### src/rtl/gearbox_sched.sv
// 16-to-10-bit gearbox: five-phase residue scheduler with frame padding on in_last,
// feeding a small registered output FIFO drained under valid/ready backpressure.
module gearbox_sched #(
  parameter int FIFO_DEPTH = 4
) (
  input  logic        clk,
  input  logic        rst,
  input  logic        in_valid,
  output logic        in_ready,
  input  logic [15:0] in_data,
  input  logic        in_last,
  output logic        out_valid,
  input  logic        out_ready,
  output logic [9:0]  out_data,
  output logic        out_last,
  output logic [2:0]  phase
);

  localparam int PW = $clog2(FIFO_DEPTH);
  localparam int CW = $clog2(FIFO_DEPTH + 1);

  typedef enum logic [2:0] {
    PH0 = 3'd0,
    PH1 = 3'd1,
    PH2 = 3'd2,
    PH3 = 3'd3,
    PH4 = 3'd4
  } phase_e;

  // Handshakes: a transfer happens on a rising edge where valid & ready are both high;
  // in_ready depends only on the registered occupancy, never on out_ready.

  function automatic logic [PW-1:0] ptr_add(input logic [PW-1:0] p, input logic [1:0] k);
    logic [PW+1:0] s;
    s = {2'b00, p} + {{PW{1'b0}}, k};
    if (s >= (PW+2)'(FIFO_DEPTH)) s = s - (PW+2)'(FIFO_DEPTH);
    return s[PW-1:0];
  endfunction

  phase_e         r_phase;
  phase_e         w_phase_nxt;
  phase_e         w_phase_adv;
  logic           r_run;
  logic [7:0]     r_res;
  logic [CW-1:0]  r_count;
  logic [PW-1:0]  r_wr;
  logic [PW-1:0]  r_rd;
  logic [9:0]     r_mem_data [FIFO_DEPTH];
  logic           r_mem_last [FIFO_DEPTH];

  logic           w_accept;
  logic           w_pop;
  logic [3:0]     w_res_len;
  logic [3:0]     w_res_len_nxt;
  logic [1:0]     w_nwords;
  logic [23:0]    w_comb;
  logic [7:0]     w_res_nxt;
  logic           w_pad;
  logic [1:0]     w_npush;
  logic [9:0]     w_slot_data [3];
  logic           w_slot_last [3];
  logic [PW-1:0]  w_wr_idx [3];

  // Internal enable released one edge after rst deasserts, so the first accept
  // lands on the second rising edge after release.
  always_ff @(posedge clk or negedge rst) begin
    if (!rst) r_run <= 1'b0;
    else      r_run <= 1'b1;
  end

  assign w_accept  = in_valid & in_ready & r_run;
  assign w_pop     = out_valid & out_ready;
  assign in_ready  = (r_count <= CW'(FIFO_DEPTH - 3));
  assign out_valid = (r_count != '0);
  assign out_data  = out_valid ? r_mem_data[r_rd] : 10'h000;
  assign out_last  = out_valid ? r_mem_last[r_rd] : 1'b0;
  assign phase     = r_phase;

  always_ff @(posedge clk or negedge rst) begin
    if (!rst) r_phase <= PH0;
    else      r_phase <= w_phase_nxt;
  end

  // Residue carried into each phase, words emitted, and residue left behind.
  always_comb begin
    w_res_len     = 4'd0;
    w_nwords      = 2'd1;
    w_res_len_nxt = 4'd6;
    w_phase_adv   = PH1;
    case (r_phase)
      PH0: begin w_res_len = 4'd0; w_nwords = 2'd1; w_res_len_nxt = 4'd6; w_phase_adv = PH1; end
      PH1: begin w_res_len = 4'd6; w_nwords = 2'd2; w_res_len_nxt = 4'd2; w_phase_adv = PH2; end
      PH2: begin w_res_len = 4'd2; w_nwords = 2'd1; w_res_len_nxt = 4'd8; w_phase_adv = PH3; end
      PH3: begin w_res_len = 4'd8; w_nwords = 2'd2; w_res_len_nxt = 4'd4; w_phase_adv = PH4; end
      PH4: begin w_res_len = 4'd4; w_nwords = 2'd2; w_res_len_nxt = 4'd0; w_phase_adv = PH0; end
      default: begin w_res_len = 4'd0; w_nwords = 2'd1; w_res_len_nxt = 4'd6; w_phase_adv = PH1; end
    endcase
    w_phase_nxt = r_phase;
    if (w_accept) w_phase_nxt = in_last ? PH0 : w_phase_adv;
  end

  // Bits above the live stream are zero, so the leftover residue is already zero-extended.
  assign w_comb    = ({8'd0, in_data} << w_res_len) | {16'd0, r_res};
  assign w_res_nxt = (w_nwords == 2'd2) ? {4'd0, w_comb[23:20]} : w_comb[17:10];
  assign w_pad     = in_last & (w_res_len_nxt != 4'd0);
  assign w_npush   = w_accept ? (w_nwords + {1'b0, w_pad}) : 2'd0;

  always_comb begin
    w_slot_data[0] = w_comb[9:0];
    w_slot_data[1] = (w_nwords == 2'd2) ? w_comb[19:10] : {2'b00, w_res_nxt};
    w_slot_data[2] = {2'b00, w_res_nxt};
    for (int i = 0; i < 3; i++) begin
      w_slot_last[i] = in_last & (w_npush == 2'(i + 1));
      w_wr_idx[i]    = ptr_add(r_wr, 2'(i));
    end
  end

  always_ff @(posedge clk) begin
    for (int i = 0; i < 3; i++) begin
      if (w_npush > 2'(i)) begin
        r_mem_data[w_wr_idx[i]] <= w_slot_data[i];
        r_mem_last[w_wr_idx[i]] <= w_slot_last[i];
      end
    end
  end

  always_ff @(posedge clk or negedge rst) begin
    if (!rst) begin
      r_count <= '0;
      r_wr    <= '0;
      r_rd    <= '0;
      r_res   <= 8'd0;
    end else begin
      r_count <= r_count + CW'(w_npush) - CW'(w_pop);
      r_wr    <= ptr_add(r_wr, w_npush);
      if (w_pop)    r_rd  <= ptr_add(r_rd, 2'd1);
      if (w_accept) r_res <= in_last ? 8'd0 : w_res_nxt;
    end
  end

endmodule

### config.mk
export PLATFORM = sky130hd
export DESIGN_NAME = gearbox_sched
export DESIGN_NICKNAME = d
export VERILOG_FILES = /design/src/rtl/gearbox_sched.sv
export SDC_FILE = /design/constraint.sdc
export NUM_CORES = 1
export LEC_CHECK = 0
export ABC_AREA = 1
export BUFFER_PORTS_ARGS = -buffer_cell sky130_fd_sc_hd__buf_2
export CAP_MARGIN = 40
export CORE_UTILIZATION = 55
export DETAILED_ROUTE_END_ITERATION = 6
export HOLD_SLACK_MARGIN = 0.03
export PLACE_DENSITY_LB_ADDON = 0.12
export SLEW_MARGIN = 40
export SYNTH_ARGS = -nofsm -noshare
export SYNTH_HDL_FRONTEND = slang
export SYNTH_SLANG_ARGS = --single-unit
### constraint.sdc
create_clock -name clk -period 4.47 [get_ports clk]
set_clock_uncertainty 0.1 [all_clocks]
set_input_delay 0.2235 -clock clk [delete_from_list [all_inputs] [get_ports clk]]
set_output_delay 0.2235 -clock clk [all_outputs]
set_load 0.1 [all_outputs]
==> results.toml <==
[status]
outcome = "complete, no violations"

[synthesis]
yosys.area_share.simple_pct = 39.5
synth_edf_count = 36
syn_avg_cell_area_um2 = 7.00
ys_async_sr_fraction_pct = 30.2
synth_top_family_by_area = "simple AND/OR/NAND/NOR gates"
synth_compound_area_share_pct = 10.2
synth.distinct_cells = 35
yosysTopAreaCellShare_pct = 24.7
synthTopCellsByCount = "nand2_1 (172), nand3_1 (128), nor2_1 (73), inv_1 (51), o21ai_0 (40)"
ys_ff_latch = 63
synth_area_leaders = "edfxtp_1 (25%), nand2_1 (15%), nand3_1 (15%)"
yosysSeqAreaShare_pct = 39.3
muxShareOfSynthArea_pct = 0
netlist_area_um2 = 4370
synth_fp_nets = 649
synth_warnings = 0
synth_top_area_cell = "edfxtp_1"
synth_fa_ha_area_share_pct = 1.32
synth_ff_type = "edfxtp_1"
syn-instance-count = 624
synth-xor-area-share_pct = 1.40
yosysMostFrequentCell = "nand2_1"

[worst_setup_path]
reg2regPathDepth = 10
crit_top_cell = "nand2_1"
crit_family = "simple AND/OR/NAND/NOR gates"
max_stage_delay_ps = 450
slowest_stage = "nand2_1"
worstSetupPathType = "flop to flop"
timing.rr.start = "phase[2]"
worst-path-buf-inv = 2
r2r-end = "r_mem_data[1][1]"
cp_max_fo = 15
crit_path_start_kind = "flop"
cp.required_ps = 4380
r2r_slack_ps = 880
endpoint_kind = "flop"
crit_path_cell_trace = "inv_1, nand3_1, nand2_2, nor2_1, ha_1, nor2_8, nand3_4, inv_2, nand2_1, nand2_1"
critPathArrivalTime_ps = 3490

[clock_tree]
cts.path.max_buffers = 2
cts.repair.resized = 0
cts_tree = "done"
clk_pin_slew_worst_paths_ps = 70
clock_latency_ps = 360
cts.sinks = 63
cts_hold_buffers = 1
h-tree-depth = 3
cts_root_buf = "clkbuf_8"
postCtsSetupBuffers = 0
cts_buffers = 9

[floorplanning]
coreArea_um2 = 7690
fp.dieW_um = 91.1
fp.dieArea_um2 = 8310
initial_core_util_pct = 56.9
rows = 32
die_height_um = 91.1
io_pins = 37

[grt]
track_usage_pct = 34.2
busiest_layer = "met2"
grt_overflow = 0
grt_max_degree = 25
grt_pass1_vias = 4136
gr-usage-met2_pct = 56.3
antenna_found_initial = 0
gr-usage-met3_pct = 7.54
met1_usage_pct = 43.9
grt_pass1_wl_um = 21600

[timing]
min_period_ps = 3590
rsz0062_at_grt = "false"
min_period_over_period_pct = 80.3
final-hold-violation-count = 0
drv_slew = 0
whs_ps = 47.5
max_slew_margin_pct = 45.9
tns_ps = 0
fmax_mhz = 279
finalSetupViolCount = 0
tightest_slew_ps = 812

[layout]
drive_gt1_share_pct = 11.9
fin_util_pct = 61.8
final_nets = 675
final-instance-count-excl-fill = 757
area.growth.synth_to_final_pct = 8.67
nFillCells = 739
antenna_cells = 0

[hold_path]
hold_path.class = "input port to flop"
min_from = "out_ready"
min_path_cells = 3
hold_end = "r_rd[0]"

[job]
drv_cap = 0

[detailed_routing]
drc = 0
drt_wl_total_um = 13600
routed_via_density = 5.82
vias = 4404
firstDrtPassIters = 5
wl_per_cell_um = 18.0
ant_nets = 0
drt_iter0_markers = 444

[place]
port_buffers = 36
hpwl_um = 10500
dp_cells = 740
gp_congestion = 0.990
[layout by cell type (no fill, tap or decap), types with 2 or more instances in the layout]
| cell type | Yosys | final |
|---|---|---|
| nand3_4 | 3 | 3 |
| edfxtp_1 | 36 | 36 |
| nor2_1 | 73 | 73 |
| o21ai_1 | 3 | 3 |
| nand3b_1 | 2 | 2 |
| buf_4 | 5 | 5 |
| a21oi_1 | 16 | 16 |
| dfxtp_1 | 8 | 8 |
| buf_2 | 12 | 36 |
| inv_1 | 51 | 51 |
| clkinv_2 | 0 | 3 |
| clkbuf_8 | 0 | 10 |
| o211ai_1 | 6 | 6 |
| nand3_1 | 128 | 128 |
| ha_1 | 3 | 3 |
| clkbuf_1 | 7 | 2 |
| o21ai_0 | 40 | 40 |
| nor2_8 | 2 | 2 |
| xor2_1 | 5 | 5 |
| or2_2 | 2 | 2 |
| inv_2 | 6 | 6 |
| nand2_1 | 172 | 172 |
| o221ai_1 | 3 | 3 |
| o22ai_1 | 5 | 5 |
| xnor2_1 | 2 | 2 |
| dfrtp_1 | 19 | 19 |
| o211ai_2 | 2 | 2 |
| nand2_2 | 3 | 3 |
[cell type report]
type / count / area (µm²) / share of cell area (%)
Timing Repair Buffer: 42 / 228 / 4.79
Clock inverter: 4 / 21.3 / 0.448
Inverter: 57 / 214 / 4.50
Sequential cell: 63 / 1720 / 36.1
Tap cell: 102 / 128 / 2.69
Clock buffer: 12 / 145 / 3.06
Multi-Input combinational cell: 477 / 2300 / 48.4
[worst min-delay path, delay by kind of cell]
family                 cells  cell delay, ps
buffers and inverters      1              90
and+or+nand+nor            1              90
AOI/OAI and AO/OA          1              60
[through the flow]
stage	setup WS [ps]	area, µm²
global route	731	4750
CTS	965	4750
floorplan	889	4370
detailed placement	973	4570
global placement	1120	4570
finish	881	4750
[registers in the layout (all words and copies together), names as in the netlist]
| register | flops |
|---|---|
| r_res | 8 |
| r_mem_data | 40 |
| phase | 3 |
| r_count | 3 |
| r_wr | 2 |
| r_run | 1 |
| r_mem_last | 4 |
| r_rd | 2 |
[worst max path at each step]
| stage | from | to | cells past startpoint |
|---|---|---|---|
| 2_1_floorplan | phase[2] | r_count[2] | 14 |
| 3_3_place_gp | phase[2] | r_mem_data[1][5] | 10 |
| 3_5_place_dp | phase[2] | r_mem_data[1][3] | 10 |
| 4_1_cts | phase[2] | r_mem_data[1][1] | 10 |
| 5_1_grt | phase[2] | r_mem_data[1][1] | 10 |
| 6_report | phase[2] | r_mem_data[1][1] | 10 |
[kinds of logic (layout without fill, tap and decap cells)]
| logic type | count (synthesis) | after routing |
|---|---|---|
| buf+inv | 84 | 115 |
| other cells | 1 | 1 |
| xor+xnor | 7 | 7 |
| simple gates | 388 | 388 |
| flops | 63 | 63 |
| fa+ha+maj | 4 | 4 |
| compound gates | 77 | 77 |
[layer usage]
| metal | up-vias | share of wire [%] | routed length [µm] |
|---|---|---|---|
| li1 | 2122 | - | - |
| met5 | - | 0 | 0 |
| met4 | 0 | 3.2 | 439 |
| met2 | 267 | 45 | 6150 |
| met3 | 41 | 9.7 | 1320 |
| met1 | 1974 | 42 | 5690 |
Power is left out: the tool's default activity adds up to more than one toggle a clock period on the data nets, which glitch-free logic cannot reach.
